--- config.mk ---
export PLATFORM = sky130hd
export DESIGN_NAME = pc_sequencer
export DESIGN_NICKNAME = d
export VERILOG_FILES = /design/src/rtl/pc_sequencer.sv
export SDC_FILE = /design/constraint.sdc
export NUM_CORES = 1
export LEC_CHECK = 0
export CAP_MARGIN = 15
export CELL_PAD_IN_SITES_DETAIL_PLACEMENT = 1
export CELL_PAD_IN_SITES_GLOBAL_PLACEMENT = 1
export CORE_MARGIN = 2
export CORE_UTILIZATION = 40
export DETAILED_ROUTE_END_ITERATION = 8
export GPL_TIMING_DRIVEN = 1
export HOLD_SLACK_MARGIN = 0.06
export PLACE_DENSITY = 0.75
export SYNTH_ARGS = -nofsm -noshare
export SYNTH_HDL_FRONTEND = slang
export SYNTH_SLANG_ARGS = --single-unit
--- constraint.sdc ---
create_clock -name clk -period 4 [get_ports clk]
set_input_delay 0.4 -clock clk [delete_from_list [all_inputs] [get_ports clk]]
set_output_delay 0.4 -clock clk [all_outputs]
set_load 0.01 [all_outputs]
--- src/rtl/pc_sequencer.sv ---
// Program counter with call/return/interrupt stack; one action per clk edge, new ROMaddr visible next cycle.
// stall freezes every register (int_ack drops to 0); rst overrides stall and all requests.
module pc_sequencer #(
  parameter int          DEPTH      = 8,
  parameter logic [15:0] RESET_ADDR = 16'h0000
) (
  input  logic        clk,
  input  logic        rst,
  input  logic        stall,
  input  logic        PCpp,
  input  logic        jmp,
  input  logic        call,
  input  logic [15:0] jmp_addr,
  input  logic        Ret,
  input  logic        INTjmp,
  input  logic [15:0] int_vector,
  output logic [15:0] ROMaddr,
  output logic        int_active,
  output logic        int_ack,
  output logic        stack_full,
  output logic        stack_empty,
  output logic        stack_err
);
  localparam int PW = $clog2(DEPTH) + 1;
  localparam int AW = PW - 1;

  logic [16:0]   stack_q [DEPTH];
  logic [PW-1:0] cnt_q, cnt_d;
  logic [15:0]   pc_q, pc_d;
  logic          act_q, act_d;
  logic          ack_q, ack_d;
  logic          err_q, err_d;
  logic          push_en;
  logic [16:0]   push_dat;
  logic [AW-1:0] top_idx;
  logic [16:0]   top_dat;
  logic          full, empty;

  assign full    = (cnt_q == PW'(DEPTH));
  assign empty   = (cnt_q == '0);
  assign top_idx = cnt_q[AW-1:0] - AW'(1);
  assign top_dat = stack_q[top_idx];

  always_comb begin
    pc_d     = pc_q;
    cnt_d    = cnt_q;
    act_d    = act_q;
    ack_d    = 1'b0;
    err_d    = err_q;
    push_en  = 1'b0;
    push_dat = '0;
    if (!stall) begin
      // An interrupt that cannot be taken falls through to the other requests.
      if (INTjmp && !act_q && !full) begin
        push_en  = 1'b1;
        push_dat = {1'b1, pc_q};
        pc_d     = int_vector;
        cnt_d    = cnt_q + PW'(1);
        act_d    = 1'b1;
        ack_d    = 1'b1;
      end else if (Ret) begin
        if (empty) begin
          err_d = 1'b1;
        end else begin
          pc_d  = top_dat[15:0];
          cnt_d = cnt_q - PW'(1);
          if (top_dat[16]) act_d = 1'b0;
        end
      end else if (call) begin
        if (full) begin
          err_d = 1'b1;
        end else begin
          push_en  = 1'b1;
          push_dat = {1'b0, pc_q + 16'd1};
          pc_d     = jmp_addr;
          cnt_d    = cnt_q + PW'(1);
        end
      end else if (jmp) begin
        pc_d = jmp_addr;
      end else if (PCpp) begin
        pc_d = pc_q + 16'd1;
      end
    end
  end

  always_ff @(posedge clk) begin
    if (rst) begin
      pc_q  <= RESET_ADDR;
      cnt_q <= '0;
      act_q <= 1'b0;
      ack_q <= 1'b0;
      err_q <= 1'b0;
    end else begin
      pc_q  <= pc_d;
      cnt_q <= cnt_d;
      act_q <= act_d;
      ack_q <= ack_d;
      err_q <= err_d;
    end
  end

  // Entry storage carries no reset; only the count defines valid contents.
  always_ff @(posedge clk) begin
    if (!rst && push_en) stack_q[cnt_q[AW-1:0]] <= push_dat;
  end

  assign ROMaddr     = pc_q;
  assign int_active  = act_q;
  assign int_ack     = ack_q;
  assign stack_full  = full;
  assign stack_empty = empty;
  assign stack_err   = err_q;
endmodule

# After elaboration in Yosys (flattened, before gate mapping)
# Memory sizes are Yosys's and may differ from the RTL's.
# Cells that the tools add are included.
[classes] addsub=4 mul=0 n_div=0 order_cmp=0 n_eq_ne=6 shifts=0 mux=33 bitwise_logic=2 n_reduce_logical=18
[ops] cell="$mux 16" n=10
[ops] cell="$mux 17" n=2
[ops] cell="$mux 4" n=5
[ops] cell="$add 16x1->16 const B" n=1
[ops] cell="$mux 1" n=16
[ops] cell="$reduce_and 4->1" n=3
[ops] cell="$reduce_bool 2->1" n=4
[ops] cell="$ne 3x2->1 const B" n=2
[ops] cell="$reduce_and 5->1" n=1
[ops] cell="$reduce_bool 5->1" n=1
[ops] cell="$add 4x1->4 const B" n=1
[ops] cell="$eq 4x4->1 const B" n=1
[ops] cell="$logic_not 4->1" n=1
[ops] cell="$ne 2x1->1 const B" n=2
[ops] cell="$ne 4x3->1 const B" n=1
[ops] cell="$sub 4x1->4 const B" n=1
[ops] cell="$logic_and 1x1->1" n=3
[ops] cell="$logic_not 1->1" n=3
[ops] cell="$reduce_bool 3->1" n=1
[ops] cell="$sub 3x1->3 const B" n=1
[ops] cell="$not 1->1" n=2
[ops] cell="$reduce_or 2->1" n=1
[word_totals] regBits=23 latch_bits=0 ramBits=136 rom_bits=0 output_inout_bits=21 word_cells=69 mem_count=1
[mem_list] name="stack_q" depth=8 width=17 rd=1 rd_ports_with_merged_regs=0 write_ports=1 line_no="27" rtl="logic [16:0] stack_q [DEPTH];"

# Logic depth before layout (Yosys ltp)
[depth] word_depth=9 ltp_mapped=13 depth_no_buf=8

# Worst setup path after synthesis
# No wires, ideal clock.
[synth_path] path_type="reg2reg" from="register cnt_q[0]" to="memory stack_q[1][0] (enable)" setup_time_ns=0.412 arrival_time_ns=3.413 path_slack_ns=0.175 path_stages_with_launch=12 path_buffers=4 period_less_slack_ns=3.825 cell_sequence="dfxtp_1 > buf_4 > buf_2 > inv_1 > ha_1 > and3b_1 > buf_6 > or2_2 > clkbuf_1 > a211oi_1 > nand2_1 > nor3_1"
[synth_via] elab_chain_cells=9 word_cells_on_any_way=11
[synth_rtl] item="start, declared" line_no="28" rtl="logic [PW-1:0] cnt_q, cnt_d;"
[synth_rtl] item="start signal, assigned" line_no="95" rtl="cnt_q <= cnt_d;"
[synth_rtl] item="$eq 4x4->1 (*)" line_no="39" rtl="assign full = (cnt_q == PW'(DEPTH));"
[synth_rtl] item="net stack_full" line_no="20" rtl="output logic stack_full,"
[synth_rtl] item="$mux 1" line_no="70" rtl="if (full) begin"
[synth_rtl] item="$mux 1" line_no="69" rtl="end else if (call) begin"
[synth_rtl] item="$mux 1" line_no="61" rtl="end else if (Ret) begin"
[synth_rtl] item="$mux 1 (*)" line_no="54" rtl="if (INTjmp && !act_q && !full) begin"
[synth_rtl] item="$mux 1 (*)" line_no="52" rtl="if (!stall) begin"
[synth_rtl] item="$logic_and 1x1->1 (*)" line_no="104" rtl="if (!rst && push_en) stack_q[cnt_q[AW-1:0]] <= push_dat;"
[synth_rtl] item="$mux 1 (*)" line_no="104"
[synth_rtl] item="$mux 1 (not written as such) (*)" line_no="104"
[synth_rtl] item="end, declared" line_no="27"
# Mark *: on every way through the listed nets, which the timed path passes. The rest lies on a longest branch.

# Final worst setup path
[layout_path] from="register cnt_q[1]" to="memory stack_q[4][14], data pin"
[layout_via] elab_chain_cells=6 word_cells_on_any_way=8
[layout_rtl] item="$eq 4x4->1 (*)" line_no="39"
[layout_rtl] item="$mux 16" line_no="70"
[layout_rtl] item="$mux 16" line_no="69"
[layout_rtl] item="$mux 16" line_no="61"
[layout_rtl] item="$mux 17 (*)" line_no="54"
[layout_rtl] item="$mux 17 (*)" line_no="52"
[layout_rtl] item="net push_dat[14]" line_no="34" rtl="logic [16:0] push_dat;"
# Marked as above.

==> run summary <==
Width of the die: 138 µm. For hold timing, the worst endpoint is stack_err$_SDFFE_PP0P_. Across the routed clock network, the largest skew measured is 0.00810 ns. The number of clock sinks was 159. Boundary pin count: 61. Subtracting the final worst setup slack from the clock period gives 3.27 ns. The number of max-capacitance violations reported is 0. The final global-route overflow total was 0; the power per cell area was 502 nW/µm². Number of antenna violations at the first check in global routing: 0. The core region is 17400 µm². The worst-case vdd ir drop is 327 µV.

Met3 usage in global routing: 0.0512. Static timing analysis puts the maximum clock frequency at 0.306 GHz. The fraction of post-synthesis cell area in the top cell type by area is 0.570. The data required time of the critical path is 4.13 ns, and the final-layout worst hold slack is 0.454 ns. Compared with the post-synthesis result, the final layout area differs by 20.7%. The clock reaches the later pin of the worst-skew pair after 0.44 ns.

The source of the worst hold timing path was stack_err$_SDFFE_PP0P_. The run gives 0.363 as the worst-case headroom to the max-slew limit. Setup slack closes at 0.728 ns. The clock transition time at the flip-flop clock pins of the worst setup and hold paths came out at 0.06 ns. The total track usage is 0.242. The initial core utilization came out at 0.412. The ratio of cells with drive above 1 in the final layout was 0.165; the wire length per cell after detailed routing was 26.0 µm.

The cell area that synthesis handed to floorplanning was 7170 µm². No sink is reached through more buffers than the 2 on the longest clock path. The number of unique standard cell types used by synthesis is 55.

The first global-routing pass estimated 32400 µm of wire. The number of gates resized after CTS was 0. The most used flip-flop cell after synthesis was edfxtp_1. The total of flip-flops plus latches after synthesis is 159. For this block, the routed nets add up to 21400 µm of wire.

The synthesized design contains 136 enable-type register cells. Setup repair after global routing left no endpoint under its margin. Setup violations remaining at the end of the flow were counted as 0.

The measured slew at the worst slew-check pin is 0.955 ns. The tools report the worst-case register-to-register setup slack as 0.73 ns. TritonCTS built the clock tree. The worst setup path is captured at a register.

The part of the Yosys area used for sequential elements came out at 0.634. The gate count of the mapped netlist is 523. In this run the worst path has a maximum fanout of 16.

The floorplan step set the die height to 138 µm. The worst hold path belongs to the class register to register. The endpoint identified for the worst register-to-register timing path is stack_q[4][14]$_DFFE_PP_. The final hold violation count came out at 0. The tools report the count of nets left with antenna violations after detail routing as 0.

The worst register-to-register path has a depth of 8. Entering global routing, the biggest net connects 38 pins. The portion of the clock cycle consumed by the worst path in the final layout is 0.818, and the H-tree depth is 4.

The clock buffer count from CTS is 17. The run gives 5347 as the number of global-route vias before repair. The post-placement cell count was 794. The fraction of registers with async set/reset came out at 0.

The run gives 0.497 as the share of the core filled with cells in the final layout. After synthesis, the cell types taking the most area are edfxtp_1 (57%), mux4_2 (10%), dfxtp_1 (6.4%), nand2_1 (2.6%), nor2_1 (2.5%). The half-perimeter wire length after detailed placement came out at 13400 µm.

The routability congestion estimate from global placement is 0.779, and the total nets after synthesis is 567. The final instance count without filler cells came out at 826. The run finished with clean final reports.

The logs give 0 for the number of max-slew violations in the final report and 19000 µm² for the floorplan die area. The startpoint identified for the worst register-to-register timing path is cnt_q[1]$_SDFFE_PP0P_. The most frequent cell after synthesis was edfxtp_1.

For the worst setup path, the data arrival time is 3.40 ns. Setup fix buffers added after clock tree synthesis: 0. The initial detailed-routing violation count came out at 404. The run gives 0 as the number of remaining DRC errors. The count of cells along the worst hold path is 2, and the average size of a mapped cell is 13.7 µm². After routing, the total negative slack on setup checks comes to 0 ns.

After synthesis, the most frequently instantiated cells are edfxtp_1 (136), nand2_1 (49), nor2_1 (47), mux4_2 (32), a21oi_1 (27). The first-pass iteration count of the detailed router was 4. The Yosys step of the flow raised 0 warnings. During placement, the flow inserted port buffers numbering 60. Row generation in the floorplan step produced 48 rows.

Summed over all instances, the cell type with the most area after synthesis is edfxtp_1. At the placement stage, the worst setup path has a slack of 0.754 ns. The antenna diode instance count came out at 0. The setup path with the least slack is of type register to register.

Via count normalized by instance count: 6.01. Global routing's busiest layer: met2. The run gives 0.389 as the met2 layer usage reported by global route. The routed layout has 4965 vias.

Count of hold buffers inserted by post-cts repair: 0. STA classifies the critical path startpoint as a register. The root buffer cell chosen for the clock tree is clkbuf_16. The leakage component of the power was 2.80 nW. At the end of the flow, the number of nets in the layout was 632. The run gives 0.323 as the global-route met1 utilization.
==> state kept, by name, indices dropped and copies added, names as in the netlist <==
| register | count |
|---|---|
| ROMaddr | 16 |
| int_active | 1 |
| cnt_q | 4 |
| stack_q | 136 |
| int_ack | 1 |
| stack_err | 1 |
==> how the worst max path moves through the flow <==
stage	startpoint	endpoint	cells past startpoint
after floorplan	cnt_q[0]$_SDFFE_PP0P_	stack_q[1][0]$_DFFE_PP_	11
after global placement	Ret	stack_q[5][7]$_DFFE_PP_	6
after detailed placement	Ret	stack_q[2][10]$_DFFE_PP_	6
after CTS	cnt_q[1]$_SDFFE_PP0P_	stack_q[0][10]$_DFFE_PP_	8
after global routing	cnt_q[1]$_SDFFE_PP0P_	stack_q[7][15]$_DFFE_PP_	8
final	cnt_q[1]$_SDFFE_PP0P_	stack_q[4][14]$_DFFE_PP_	8
==> metal layers <==
metal / wire, µm / up-vias
li1: - / 2155
met2: 10300 / 207
met5: 0 / -
met3: 1380 / 42
met1: 9190 / 2561
met4: 608 / 0
==> cells by family (layout without fill, tap and decap cells) <==
| kind of cell | count (synthesis) | after routing | synth area share |
|---|---|---|---|
| buffers and inverters | 44 | 122 | 0.0283 |
| muxes | 38 | 38 | 0.109 |
| and+or+nand+nor | 151 | 151 | 0.0988 |
| adders and majority gates | 4 | 4 | 0.00698 |
| DFF | 159 | 159 | 0.634 |
| AOI/OAI and AO/OA | 110 | 110 | 0.102 |
| xor gates and xnor gates | 17 | 17 | 0.0208 |
==> worst max-delay path, stage by stage (launching register included) <==
cell and delay, ns:
dfxtp_1 0.49, inv_1 0.15, ha_1 0.22, and3b_1 0.27, or2_2 0.42, nor2_2 0.42
buf_4 0.34, a21oi_1 0.07, o22ai_1 0.58
==> final cells by class <==
cell class	instances	area, µm²
tap	225	282
clock inverter	12	141
fill	1762	8760
clock buffer	20	437
sequential	159	4550
timing repair buffer	82	778
multi-input combinational	320	2440
inverter	8	30.0
==> cells in the final DEF (no fill, tap or decap), types with 5 or more instances in the layout <==
cell type,n
buf_4,21
inv_1,8
a2111oi_0,10
xor2_1,7
mux2i_1,6
edfxtp_1,136
clkdlybuf4s50_1,60
o21ai_1,10
nand4_1,5
mux4_2,32
dfxtp_1,22
xnor2_1,9
nand3_1,7
a211oi_1,15
clkbuf_16,17
nor2_1,46
a21oi_1,27
nand2_1,49
nor3_1,13
o21ai_0,19
o31ai_2,5
==> report_power, final <==
group,internal (mW),switching (mW)
registers,1.85,0.0724
clock network,0.924,0.677
logic,0.357,0.458
==> stage by stage <==
stage	cell area (µm²)	power (mW)
after global routing	8660	4.48
after detailed placement	8080	2.77
after CTS	8660	4.36
after floorplan	7170	2.45
after global placement	8080	2.74
final	8660	4.34
No activity file was read; power rests on OpenSTA's default activity.
==> RTL change: new RTL, config.mk and constraints unchanged <==
`DEPTH`: 8 -> 16.
--- a/src/rtl/pc_sequencer.sv
+++ b/src/rtl/pc_sequencer.sv
@@ -1,7 +1,7 @@
 // Program counter with call/return/interrupt stack; one action per clk edge, new ROMaddr visible next cycle.
 // stall freezes every register (int_ack drops to 0); rst overrides stall and all requests.
 module pc_sequencer #(
-  parameter int          DEPTH      = 8,
+  parameter int          DEPTH      = 16,
   parameter logic [15:0] RESET_ADDR = 16'h0000
 ) (
   input  logic        clk,
Check against the original RTL: no difference found for any inputs over 4 cycles, from zero or initial values and one cycle with rst high; that may be too few to reach the edited logic, so the function may still have changed.
==> RTL change against the original RTL <==
Setup slack worse by 0.060 ns. Combinational power rose by 88%. Cell area grew 71%. Sequential cell count increased by 137. Worst hold slack improved by 0.030 ns. Sequential power rose by 83%. Routed wire length grew 63%. Power up 78%. Critical path depth down 1. Area after synthesis is 74% higher.
==> RTL change: results (changes against the original RTL) <==
ratio of cells with drive above 1 in the final layout 22.1% (+5.6 points); final RePlAce weighted congestion 0.824 (+5.8%); Syn. warnings 0 (unchanged); Worst Path Max Fanout 42 (+26); Least-Margin Pin Slew 1.07 ns (+0.114 ns); Seq/Total Area, Yosys 69.1% (+5.8 points); Fillers 2923 (+66%); setup violators final 0 (unchanged); Max IR drop VDD 0.278 mV (-15%); wire per inst 27.9 um (+7.3%); setup bufs post-CTS 0 (unchanged); antenna diode count 0 (unchanged); cts repair resizes 0 (unchanged); DR iter-0 viols 793 (+96%); crit path launch cnt_q[0]; max FFs per register 272 (+100%); later-pin clock latency in the skew report 0.55 ns (+0.11 ns); HPWL after DPL 23100 um (+73%); via count 7552 (+52%); Synth area leaders edfxtp_1 65%, mux4_2 11%, dfxtp_1 3.8%; clock skew 0.0160 ns (+0.00786 ns); most frequent cells after synthesis 272 x edfxtp_1, 59 x mux4_2, 58 x nor2_1; dpl ws 0.623 ns (-0.131 ns); drt pass-1 iters 5 (+1); largest net degree at the start of global routing 46 (+21%); IO Port Bufs 60 (unchanged); synth unique cells 60 (+9.1%); fin nets 883 (+40%); Cells after DPL 1200 (+51%); Top FF cell, synth edfxtp_1; via count of the first global-routing pass 7703 (+44%); Mapped Cells 738 (+41%); Hold Crit Class flop to flop; syn_nets 784 (+38%); first-pass GRT wire length 52000 um (+61%); vias per inst 6.02 (+0.11%); Leak 0.00475 uW (+70%); status finished clean; gr usage total 21.5% (-2.7 points); Post-synth ARST share 0% (unchanged); Arrival @ worst endpoint 3.70 ns (+0.30 ns); initial antenna violation count 1 (+1); min-delay src stack_err; total CTS buffers 30 (+13); EDFF count, synth 272 (+100%); clock buffer depth 3 (+1); Clock H-tree levels 1 (-3); root buf cell clkbuf_16; clk slew on worst S/H paths 0.07 ns
## RTL change: logic make-up after synthesis
family                     share of synthesized area (%)
adders and majority gates                          0.600
DFF                                                 69.1
AOI/OAI and AO/OA                                   6.07
muxes                                               14.4
xor gates and xnor gates                            1.77
and+or+nand+nor                                     6.16
buffers and inverters                               1.81
## RTL change: metrics by stage
step | hold WS (ns) | cell area, um^2 | utilization, %
global route | 0.506 | 14800 | 48.2
global placement | 0.458 | 13800 | 45.1
CTS | 0.488 | 14800 | 48.2
detailed placement | 0.473 | 13800 | 45.1
floorplan | 0.505 | 12500 | -
finish | 0.484 | 14800 | 48.2
## RTL change: layout make-up
cell class / count / area [um^2] / area share (%)
Clock buffer: 33 / 783 / 5.30
Clock inverter: 21 / 144 / 0.973
Inverter: 6 / 22.5 / 0.152
Multi-Input combinational cell: 395 / 3700 / 25.0
Sequential cell: 296 / 8650 / 58.5
Tap cell: 396 / 495 / 3.35
Timing Repair Buffer: 108 / 990 / 6.69
## RTL change: path summary, 6_finish.rpt
path	to	slack, ns	cells past startpoint
worst min register to register	stack_err	0.48	2
worst max register to register	ROMaddr[9]	0.67	7
worst max-delay path	ROMaddr[9]	0.67	7
worst min-delay path	stack_err	0.48	2
## RTL change: critical path: stages (launching register included)
cell and delay (ns):
dfxtp_4 0.34, buf_4 0.40, buf_4 0.76, mux4_2 0.59
nand2_1 0.10, a21oi_1 0.08, a2111oi_0 0.64, a211oi_1 0.19
## RTL change: routing by layer
layer	share of wire, %	GRT usage (%)	routed length [um]
met1	44	32.6	15400
met2	45	31.9	15700
met3	8.2	3.77	2880
met4	2.5	6.06	886
met5	0	0	0
## RTL change: report_power, final
part           internal [uW]  total [uW]  switching [uW]
sequential              3450        3540            91.5
combinational            669        1530             859
clock                   1470        2640            1170
